File: src/rtl/sipo_rx_if.sv
// sipo_rx_if: serial input, parallel output handshake and status bundle for sipo_rx.
// The master drives the serial stream and consumes words; the slave is the receiver.
interface sipo_rx_if #(
  parameter int WIDTH = 4
);
  logic             start;
  logic             sin;
  logic             sin_en;
  logic             pout_ready;
  logic             ovr_clr;
  logic [WIDTH-1:0] pout;
  logic             pout_valid;
  logic             done;
  logic             busy;
  logic             overrun;
  logic             parity_err;

  modport master (
    output start, sin, sin_en, pout_ready, ovr_clr,
    input  pout, pout_valid, done, busy, overrun, parity_err
  );

  modport slave (
    input  start, sin, sin_en, pout_ready, ovr_clr,
    output pout, pout_valid, done, busy, overrun, parity_err
  );
endinterface

File: src/rtl/sipo_rx.sv
// sipo_rx: serial-in parallel-out receiver with a one-deep holding register,
// valid/ready drain, sticky overrun and a one-cycle done pulse per frame.
// Optional macro SIPO_PARITY_EN appends an even-parity bit to every frame.
//
// state   | meaning
// S_IDLE  | waiting for start
// S_SHIFT | capturing data bits on sin_en
// S_PAR   | waiting for the parity bit (SIPO_PARITY_EN only)
module sipo_rx #(
  parameter int WIDTH     = 4,
  parameter int MSB_FIRST = 0
) (
  input logic     clk,
  input logic     rst,
  sipo_rx_if.slave bus
);
  localparam int CW = $clog2(WIDTH + 1);

`ifdef SIPO_PARITY_EN
  typedef enum logic [1:0] {S_IDLE, S_SHIFT, S_PAR} state_t;
`else
  typedef enum logic [1:0] {S_IDLE, S_SHIFT} state_t;
`endif

  state_t           r_state;
  state_t           w_state_nxt;
  logic [CW-1:0]    r_bit_cnt;
  logic [CW-1:0]    w_cnt_nxt;
  logic [CW-1:0]    w_idx;
  logic [WIDTH-1:0] r_shift;
  logic [WIDTH-1:0] w_shift_d;
  logic [WIDTH-1:0] w_shift_cap;
  logic [WIDTH-1:0] w_word;
  logic [WIDTH-1:0] r_pout;
  logic             r_pout_valid;
  logic             r_done;
  logic             r_overrun;
  logic             w_complete;
  logic             w_write;
  logic             w_drop;
`ifdef SIPO_PARITY_EN
  logic             r_parity_err;
  logic             w_par;
`endif

  // Bit position for the current capture follows the configured bit order.
  assign w_idx = (MSB_FIRST != 0) ? (CW'(WIDTH - 1) - r_bit_cnt) : r_bit_cnt;

  // Shift register image with the incoming bit merged in.
  always_comb begin
    w_shift_cap = r_shift;
    for (int i = 0; i < WIDTH; i++) begin
      if (w_idx == CW'(i)) w_shift_cap[i] = bus.sin;
    end
  end

  // Next-state, counter and completion decode; start always wins and restarts a frame.
  always_comb begin
    w_state_nxt = r_state;
    w_cnt_nxt   = r_bit_cnt;
    w_shift_d   = r_shift;
    w_complete  = 1'b0;
    w_word      = w_shift_cap;
`ifdef SIPO_PARITY_EN
    w_par       = 1'b0;
`endif
    case (r_state)
      S_IDLE: begin
        if (bus.start) begin
          w_state_nxt = S_SHIFT;
          w_cnt_nxt   = '0;
          w_shift_d   = '0;
        end
      end
      S_SHIFT: begin
        if (bus.start) begin
          w_cnt_nxt = '0;
          w_shift_d = '0;
        end else if (bus.sin_en) begin
          w_shift_d = w_shift_cap;
          if (r_bit_cnt == CW'(WIDTH - 1)) begin
`ifdef SIPO_PARITY_EN
            w_state_nxt = S_PAR;
            w_cnt_nxt   = CW'(WIDTH);
`else
            w_complete  = 1'b1;
            w_state_nxt = S_IDLE;
            w_cnt_nxt   = '0;
`endif
          end else begin
            w_cnt_nxt = r_bit_cnt + 1'b1;
          end
        end
      end
`ifdef SIPO_PARITY_EN
      S_PAR: begin
        if (bus.start) begin
          w_state_nxt = S_SHIFT;
          w_cnt_nxt   = '0;
          w_shift_d   = '0;
        end else if (bus.sin_en) begin
          w_complete  = 1'b1;
          w_word      = r_shift;
          w_par       = (^r_shift) ^ bus.sin;
          w_state_nxt = S_IDLE;
          w_cnt_nxt   = '0;
        end
      end
`endif
      default: begin
        w_state_nxt = S_IDLE;
        w_cnt_nxt   = '0;
      end
    endcase
  end

  assign w_write = w_complete && (!r_pout_valid || bus.pout_ready);
  assign w_drop  = w_complete && r_pout_valid && !bus.pout_ready;

  // State, shift register and counter.
  always_ff @(posedge clk) begin
    if (rst) begin
      r_state   <= S_IDLE;
      r_bit_cnt <= '0;
      r_shift   <= '0;
    end else begin
      r_state   <= w_state_nxt;
      r_bit_cnt <= w_cnt_nxt;
      r_shift   <= w_shift_d;
    end
  end

  // Holding register, handshake, done pulse and sticky overrun.
  always_ff @(posedge clk) begin
    if (rst) begin
      r_pout       <= '0;
      r_pout_valid <= 1'b0;
      r_done       <= 1'b0;
      r_overrun    <= 1'b0;
    end else begin
      r_done <= w_complete;
      if (w_write) begin
        r_pout       <= w_word;
        r_pout_valid <= 1'b1;
      end else if (r_pout_valid && bus.pout_ready) begin
        r_pout_valid <= 1'b0;
      end
      if (w_drop) r_overrun <= 1'b1;
      else if (bus.ovr_clr) r_overrun <= 1'b0;
    end
  end

`ifdef SIPO_PARITY_EN
  // Parity result tracks the word held in pout; dropped words leave it alone.
  always_ff @(posedge clk) begin
    if (rst) r_parity_err <= 1'b0;
    else if (w_write) r_parity_err <= w_par;
  end
  assign bus.parity_err = r_parity_err;
`else
  assign bus.parity_err = 1'b0;
`endif

  assign bus.pout       = r_pout;
  assign bus.pout_valid = r_pout_valid;
  assign bus.done       = r_done;
  assign bus.busy       = (r_state != S_IDLE);
  assign bus.overrun    = r_overrun;
endmodule

File: src/flat_wrapper.sv
// flat-port wrapper written by rule: the top's interface ports become plain ports
module sipo_rx_flat 
#(
  parameter int WIDTH     = 4,
  parameter int MSB_FIRST = 0
)
  (clk, rst, bus_start, bus_sin, bus_sin_en, bus_pout_ready, bus_ovr_clr, bus_pout, bus_pout_valid, bus_done, bus_busy, bus_overrun, bus_parity_err);
  sipo_rx_if #(.WIDTH(WIDTH)) bus_i ();
  input logic clk;
  input logic rst;
  input wire logic [$bits(bus_i.start)-1:0] bus_start;
  input wire logic [$bits(bus_i.sin)-1:0] bus_sin;
  input wire logic [$bits(bus_i.sin_en)-1:0] bus_sin_en;
  input wire logic [$bits(bus_i.pout_ready)-1:0] bus_pout_ready;
  input wire logic [$bits(bus_i.ovr_clr)-1:0] bus_ovr_clr;
  output wire logic [$bits(bus_i.pout)-1:0] bus_pout;
  output wire logic [$bits(bus_i.pout_valid)-1:0] bus_pout_valid;
  output wire logic [$bits(bus_i.done)-1:0] bus_done;
  output wire logic [$bits(bus_i.busy)-1:0] bus_busy;
  output wire logic [$bits(bus_i.overrun)-1:0] bus_overrun;
  output wire logic [$bits(bus_i.parity_err)-1:0] bus_parity_err;
  assign bus_i.start = bus_start;
  assign bus_i.sin = bus_sin;
  assign bus_i.sin_en = bus_sin_en;
  assign bus_i.pout_ready = bus_pout_ready;
  assign bus_i.ovr_clr = bus_ovr_clr;
  assign bus_pout = bus_i.pout;
  assign bus_pout_valid = bus_i.pout_valid;
  assign bus_done = bus_i.done;
  assign bus_busy = bus_i.busy;
  assign bus_overrun = bus_i.overrun;
  assign bus_parity_err = bus_i.parity_err;
  sipo_rx #(.WIDTH(WIDTH), .MSB_FIRST(MSB_FIRST)) u_core (.clk(clk), .rst(rst), .bus(bus_i));
endmodule
File: config.mk
export PLATFORM = sky130hd
export DESIGN_NAME = sipo_rx_flat
export DESIGN_NICKNAME = d
export VERILOG_FILES = /design/src/rtl/sipo_rx_if.sv /design/src/rtl/sipo_rx.sv /design/src/flat_wrapper.sv
export SDC_FILE = /design/constraint.sdc
export NUM_CORES = 1
export LEC_CHECK = 0
export ABC_AREA = 1
export CORE_MARGIN = 2
export CORE_UTILIZATION = 51
export CTS_BUF_LIST = sky130_fd_sc_hd__clkbuf_4
export DETAILED_ROUTE_END_ITERATION = 16
export GPL_TIMING_DRIVEN = 0
export HOLD_SLACK_MARGIN = 0.15
export PLACE_DENSITY = 0.92
export SLEW_MARGIN = 20
export SYNTH_ARGS = -nofsm -noshare
export SYNTH_HDL_FRONTEND = slang
export SYNTH_SLANG_ARGS = --single-unit
File: constraint.sdc
create_clock -name clk -period 1.8 [get_ports clk]
set_clock_uncertainty 0.2 [all_clocks]
set_input_delay 0.36 -clock clk [delete_from_list [all_inputs] [get_ports clk]]
set_output_delay 0.36 -clock clk [all_outputs]
set_load 0.005 [all_outputs]
# == Word level (Yosys, flattened, before mapping) ==
# Cells that the tools add are included.
# op_classes
add_sub_neg,1
muxes,26
n_eq_ne,9
n_reduce_logical,16
# op_table
op,count
1-bit 2-to-1 mux,12
3-bit 2-to-1 mux,4
4-bit 2-to-1 mux,3
2-bit 2-to-1 mux,4
4-bit case mux with 2 select lines,1
2-bit nonzero test,4
3-bit by 2-bit equality test with 1-bit output (second input constant),2
2-bit inequality test (second input constant),3
3-bit case mux with 2 select lines,1
1-bit logical AND,4
2-bit case mux with 2 select lines,1
4-bit AND reduction,1
3-bit by 1-bit adder with 3-bit output (second input constant),1
3-bit by 1-bit equality test with 1-bit output (second input constant),1
3-bit logical NOT,1
3-bit inequality test (second input constant),1
3-bit AND reduction,1
2-bit by 1-bit equality test with 1-bit output (second input constant),1
1-bit logical NOT,2
2-bit logical NOT,1
2-bit by 1-bit inequality test with 1-bit output (second input constant),1
2-bit AND reduction,1
1-bit logical OR,1
# word_totals
reg_bits,16
output_inout_bits,9

# == Depth between registers and ports, before layout ==
# Gate-level depths: netlist of the first run.
# logic_depth
depth_word,8
ltp_mapped,7

# == Worst setup path after synthesis of the first run ==
# Ideal clock, no wire load.
# synth_timing
path_type,reg-to-reg
start,reg u_core.r_bit_cnt[0]
end,reg u_core.r_pout[0] (netlist: u_core.bus.pout[0])
period_less_slack_ns,1.292
setup_slack_ns,0.508
n_path_buf,0
setup_ns,0.113
path_stages_with_launch,7
required_ns,1.487
t_arrival_ns,0.979
path_cell_list,dfxtp_1 > ha_1 > inv_1 > nor2_4 > nand3_4 > nor2_1 > nor2_1
# synth_between
elab_chain_len,6
# synth_rtl
item,line_no,rtl
"start, declared",sipo_rx.sv:27,logic [CW-1:0] r_bit_cnt;
"start signal, assigned",sipo_rx.sv:128,r_bit_cnt <= w_cnt_nxt;
3-bit by 2-bit equality test with 1-bit output,sipo_rx.sv:81,if (r_bit_cnt == CW'(WIDTH - 1)) begin
1-bit 2-to-1 mux,sipo_rx.sv:81,
1-bit 2-to-1 mux,sipo_rx.sv:79,end else if (bus.sin_en) begin
1-bit 2-to-1 mux,sipo_rx.sv:76,if (bus.start) begin
1-bit 2-to-1 mux,sipo_rx.sv:67,case (r_state)
1-bit logical AND,sipo_rx.sv:117,assign w_write = w_complete && (!r_pout_valid || bus.pout_ready);
"end signal, assigned",sipo_rx.sv:143,r_pout <= w_word;
"end, declared",sipo_rx.sv:34,logic [WIDTH-1:0] r_pout;
# Several ways; a longest one is shown, not always the timed one.
# A chain may end at the register's enable or synchronous reset.

# == Worst setup path in the final report of the first run ==
# layout_timing
start,reg u_core.r_state[0]
end,out bus_busy
# layout_between
elab_chain_len,1
# layout_rtl
item,line_no,rtl
"start, declared",sipo_rx.sv:25,state_t r_state;
"start signal, assigned",sipo_rx.sv:127,r_state <= w_state_nxt;
2-bit nonzero test,sipo_rx.sv:167,assign bus.busy = (r_state != S_IDLE);
"end, declared",flat_wrapper.sv:19,output wire logic [$bits(bus_i.busy)-1:0] bus_busy;
# No other way between the ends.

==> results.toml, run 1 <==
[sta]
setup_tns_ps = 0
setup_viol_count_final = 0
slew_viol_final = 0
rsz0062_at_grt = "no"
whs_ps = 158
hold_viol = 0
min_period_ps = 1740
max_freq_mhz = 575
postLayoutSetupSlackWorst_ps = 60.3
post-route-period-util_pct = 96.7

[grt]
globalRouteTotalUtil_pct = 20.6
grt_pass1_wl_mm = 2.75
antenna_found_initial = 0
first_global_vias = 619
overflow = 0
grt_max_degree = 11

[synthesis]
ys_seq_area_share_pct = 39.1
syn_nets = 119
post_synth_inst_count = 108
yosysWarnings = 0
netlist_area_sq_um = 768
synth_area_leaders = "dfxtp_1 (39%), nand2_1 (13%), inv_1 (7.3%)"
synth_top_area_share_pct = 39.1
synth_top_area_cell = "dfxtp_1"
syn_area_per_cell_sq_um = 7.11
yosysUniqueCellTypes = 20
ys_ff_latch = 15

[setup_path]
crit_chain = "clkdlybuf4s50_1"
cp_max_fo = 3
cp.arrival_ps = 1180
required_ps = 1240
cp_slowest_stage_delay_ps = 510
path_buf_inv = 1
cpMaxStageDelayCell = "clkdlybuf4s50_1"
critPathTopFamily = "buffers and inverters"
critPathKind = "reg2out"
cp-start-kind = "flip-flop"
end_kind = "primary output"

[floorplanning]
die_x_um = 42.8
floorplan.initialDensity_pct = 52.8
placementRows = 14
dieArea_sq_um = 1830
ios = 16
die_h_um = 42.8
core_area_sq_um = 1450

[detailed_routing]
vias = 698
drc_errors = 0
vias_per_cell = 4.95
ant_nets = 0
dr.pass1.iters = 4
wl_per_cell_um = 11.7
wirelength_mm = 1.66
drt_iter0_markers = 18

[final_layout]
layout-drive-gt1-share_pct = 11.2
nets = 137
fillCellCount = 123
register_area_sq_um = 300
num_antenna_cells = 0
area_growth_pct = 23.5
multi_input_area_sq_um = 384

[job]
cap_viol_max_count = 0

[clock_network]
cts_made_buffers = 3
cts_resized = 0
cts.sinks = 15
clkTransAtPathRegs_ps = 100
cts_hold_buf = 0
cts_tree = "done"
cts_setup_buffers = 0
clk_latency_ps = 300
root_buffer = "clkbuf_4"
h-tree-depth = 1
clockBufferDepth = 2

[power_and_ir_drop]
ir_drop_mv = 0.505
p_per_area_nw_per_um2 = 643
leakage_nw = 0.416
finalPower_mw = 0.610

[outcome]
outcome = "completed"

[placed_design]
dp_hpwl_mm = 1.17
dp_slack_ps = 30.1
gp_congestion = 0.825
port_buffers = 13

[min_path]
holdCritPathClass = "in2reg"
[cell usage after synthesis, drive strengths merged]
library cell	n
nor2	14
buf	2
conb	1
dfxtp	15
inv	19
nand3	9
o32ai	1
o21ai	4
and2	3
ha	4
nand2	28
a21oi	7
nor4	1
[path summary, 6_finish.rpt]
check                              startpoint                               to  slack (ps)  cells after the start
max            u_core.r_state[0]$_SDFFE_PP0P_                         bus_busy          60                      1
min                                       rst   u_core.r_shift[0]$_SDFFE_PP0P_         160                      2
max reg2reg  u_core.r_bit_cnt[0]$_SDFFE_PP0P_  u_core.bus.pout[3]$_SDFFE_PP0P_         330                      6
min reg2reg    u_core.r_shift[0]$_SDFFE_PP0P_   u_core.r_shift[0]$_SDFFE_PP0P_         280                      2
[where the power goes]
group	total [mW]	internal (mW)	switching (mW)
combinational	0.0559	0.0248	0.0311
clock	0.217	0.101	0.115
sequential	0.338	0.335	0.00279
[cell type report]
type | count | share of cell area (%)
Timing Repair Buffer | 13 | 13.7
Inverter | 19 | 7.52
Clock buffer | 4 | 3.17
Tap cell | 16 | 2.11
Buffer | 2 | 1.32
Multi-Input combinational cell | 72 | 40.5
Sequential cell | 15 | 31.7
[registers in the layout, indices dropped and copies added, names as in the netlist]
register and cells:
u_core.r_state 1, u_core.bus.pout 4, u_core.bus.done 1, u_core.r_bit_cnt 3
u_core.r_shift 4, u_core.bus.overrun 1, u_core.bus.pout_valid 1
[cells by family after synthesis]
group                    after synthesis  share of synthesized area (%)
flip-flops                            15                           39.1
AO/OA/AOI/OAI                         12                           8.31
AND/OR/NAND/NOR                       55                           34.7
other                                  1                          0.488
adder cells (fa/ha/maj)                4                           6.51
buffers and inverters                 21                           10.9
[stage by stage]
stage / utilization [%] / instances / cell area [sq um]
after floorplan: - / 108 / 768
after global placement: 63.2 / 137 / 918
after detailed placement: 63.2 / 137 / 918
after CTS: 65.2 / 141 / 948
after global routing: 65.2 / 141 / 948
final: 65.2 / 141 / 948
[per-layer routing]
metal  GRT usage (%)  up-vias  wire length, um
met4            9.38        0               35
li1                -      366                -
met5               0        -                0
met3            3.83        5               47
met1            23.9      316              683
met2            36.1       11              889
[layout by cell type, fill, tap and decap left out]
cell type	Yosys	routed
nand3_4	1	1
conb_1	1	1
nand2_1	27	27
nand3_1	8	8
inv_2	4	4
and2_1	3	3
clkbuf_4	0	4
nor2_4	1	1
o21ai_0	2	2
clkdlybuf4s50_1	0	13
o21ai_1	2	2
dfxtp_1	15	15
a21oi_1	7	7
nand2_2	1	1
buf_4	1	1
o32ai_1	1	1
ha_1	4	4
inv_1	15	15
nor2_8	1	1
nor2_1	12	12
nor4_1	1	1
buf_2	1	1
Note: power is estimated with default switching activity, not from simulation.
==> run 2: changes to the inputs <==
--- a/config.mk
+++ b/config.mk
@@ -6,6 +6,7 @@
 export NUM_CORES = 1
 export LEC_CHECK = 0
 export ABC_AREA = 1
+export ABC_CLOCK_PERIOD_IN_PS = 1800
 export CORE_MARGIN = 2
 export CORE_UTILIZATION = 51
 export CTS_BUF_LIST = sky130_fd_sc_hd__clkbuf_4
==> results of run 2 <==
The final DEF is identical to that of run 1; final timing and power are the same.
==> run 3: changes to the inputs <==
--- a/config.mk
+++ b/config.mk
@@ -7,13 +7,13 @@
 export LEC_CHECK = 0
 export ABC_AREA = 1
 export ABC_CLOCK_PERIOD_IN_PS = 1800
-export CORE_MARGIN = 2
 export CORE_UTILIZATION = 51
 export CTS_BUF_LIST = sky130_fd_sc_hd__clkbuf_4
 export DETAILED_ROUTE_END_ITERATION = 16
 export GPL_TIMING_DRIVEN = 0
 export HOLD_SLACK_MARGIN = 0.15
 export PLACE_DENSITY = 0.92
+export SKIP_CTS_REPAIR_TIMING = 1
 export SLEW_MARGIN = 20
 export SYNTH_ARGS = -nofsm -noshare
 export SYNTH_HDL_FRONTEND = slang
==> run 3 against run 2 <==
Against the previous run:
- worst setup slack is essentially flat
- clock power decreased by 11%
- routed wire length down 14%
- sequential cell count did not move
- register-to-register slack gained 20 ps
- critical path type unchanged
- critical endpoint unchanged
- largest power group unchanged
- highest routed layer unchanged
==> results.toml, run 3 (same netlist as run 1, synthesis figures left out) <==
[sta]
max_freq_mhz = 575
slew_viol_final = 0
setup_viol_count_final = 0
setup_tns_ps = 0
post-route-period-util_pct = 96.7
whs_ps = 178
min_period_ps = 1740
rsz0062_at_grt = "no"
hold_viol = 0

[setup_path]
critPathTopFamily = "buffers and inverters"
cp-start-kind = "flip-flop"
path_buf_inv = 1
rr_worst_depth = 6
r2r_end = "u_core.bus.pout[3]$_SDFFE_PP0P_"
cp.arrival_ps = 1180
critPathKind = "reg2out"
required_ps = 1240
cp-startpoint = "u_core.r_state[0]$_SDFFE_PP0P_"
cp_max_fo = 3
cp_slowest_stage_delay_ps = 510
end_kind = "primary output"
cpMaxStageDelayCell = "clkdlybuf4s50_1"
crit_chain = "clkdlybuf4s50_1"
r2r_slack_ps = 350
crit_cells = 1
reg2reg_from = "u_core.r_bit_cnt[1]$_SDFFE_PP0P_"
cp-endpoint = "bus_busy"

[final_layout]
final_util_pct = 70.0
fillCellCount = 122
num_antenna_cells = 0
final_common_cell = "nand2_1"
fin_cells = 140
layout-drive-gt1-share_pct = 11.2
area_growth_pct = 23.0
most-common-layout-cells = "nand2_1 (27), inv_1 (15), dfxtp_1 (15)"
nets = 137

[detailed_routing]
drt_iter0_markers = 28
ant_nets = 0
wirelength_mm = 1.42
wl_per_cell_um = 10.1
drc_errors = 0
dr.pass1.iters = 4
vias_per_cell = 4.94
vias = 691

[min_path]
holdCritPathClass = "in2reg"

[clock_network]
clk_latency_ps = 290
cts_made_buffers = 3
h-tree-depth = 1
cts.sinks = 15
clkTransAtPathRegs_ps = 90
root_buffer = "clkbuf_4"
cts_tree = "done"
clockBufferDepth = 2

[grt]
overflow = 0
grt_pass1_wl_mm = 2.21
antenna_found_initial = 0
grt_max_degree = 11
globalRouteTotalUtil_pct = 21.4
first_global_vias = 531

[power_and_ir_drop]
leakage_nw = 0.415
p_per_area_nw_per_um2 = 621
finalPower_mw = 0.587
ir_drop_mv = 0.405

[floorplanning]
die_h_um = 40.8
dieArea_sq_um = 1670
placementRows = 13
ios = 16
die_x_um = 40.8
floorplan.initialDensity_pct = 56.9
core_area_sq_um = 1350

[placed_design]
gp_congestion = 0.829
port_buffers = 13
dp_hpwl_mm = 1.01
dp.cells = 136

[job]
cap_viol_max_count = 0

[outcome]
outcome = "completed"
==> run 3: layout make-up <==
cell class	instances	area, sq um	area share (%)
plain buffers	2	12.5	1.32
repair buffers	13	130	13.8
well taps	15	18.8	1.99
inverters	19	71.3	7.55
multi-input cells	72	384	40.7
clock inverters	1	5.00	0.530
clock buffers	3	22.5	2.38
flip-flops and latches	15	300	31.8
==> run 3: stage by stage <==
stage                     area [sq um]  setup WS, ps
after global routing               945          22.8
after detailed placement           917          31.0
final                              945          60.0
after CTS                          945          57.6
after global placement             917          51.2
after floorplan                    768           508
==> run 3: power breakdown <==
| part | switching, mW | total [mW] | internal [mW] |
|---|---|---|---|
| registers | 0.00288 | 0.338 | 0.335 |
| clock network | 0.112 | 0.194 | 0.0827 |
| logic | 0.0299 | 0.0547 | 0.0248 |
==> run 3: worst min path at each step <==
| stage | from | endpoint | slack, ps | cells after the start |
|---|---|---|---|---|
| CTS | rst | u_core.r_shift[2]$_SDFFE_PP0P_ | 180 | 2 |
| global route | rst | u_core.r_shift[2]$_SDFFE_PP0P_ | 170 | 2 |
| finish | rst | u_core.bus.done$_SDFF_PP0_ | 180 | 2 |
| floorplan | bus_start | u_core.r_bit_cnt[2]$_SDFFE_PP0P_ | 240 | 1 |
| detailed placement | u_core.r_shift[0]$_SDFFE_PP0P_ | u_core.r_shift[0]$_SDFFE_PP0P_ | 260 | 2 |
| global placement | u_core.bus.overrun$_SDFFE_PP0P_ | u_core.bus.overrun$_SDFFE_PP0P_ | 250 | 2 |
==> run 3: routing by layer <==
layer | up-vias | wire [um] | GRT usage [%]
met5 | - | 0 | 0
met4 | 0 | 25 | 12.5
met3 | 4 | 60 | 8.15
met2 | 17 | 662 | 32.8
met1 | 304 | 668 | 25.1
li1 | 366 | - | -
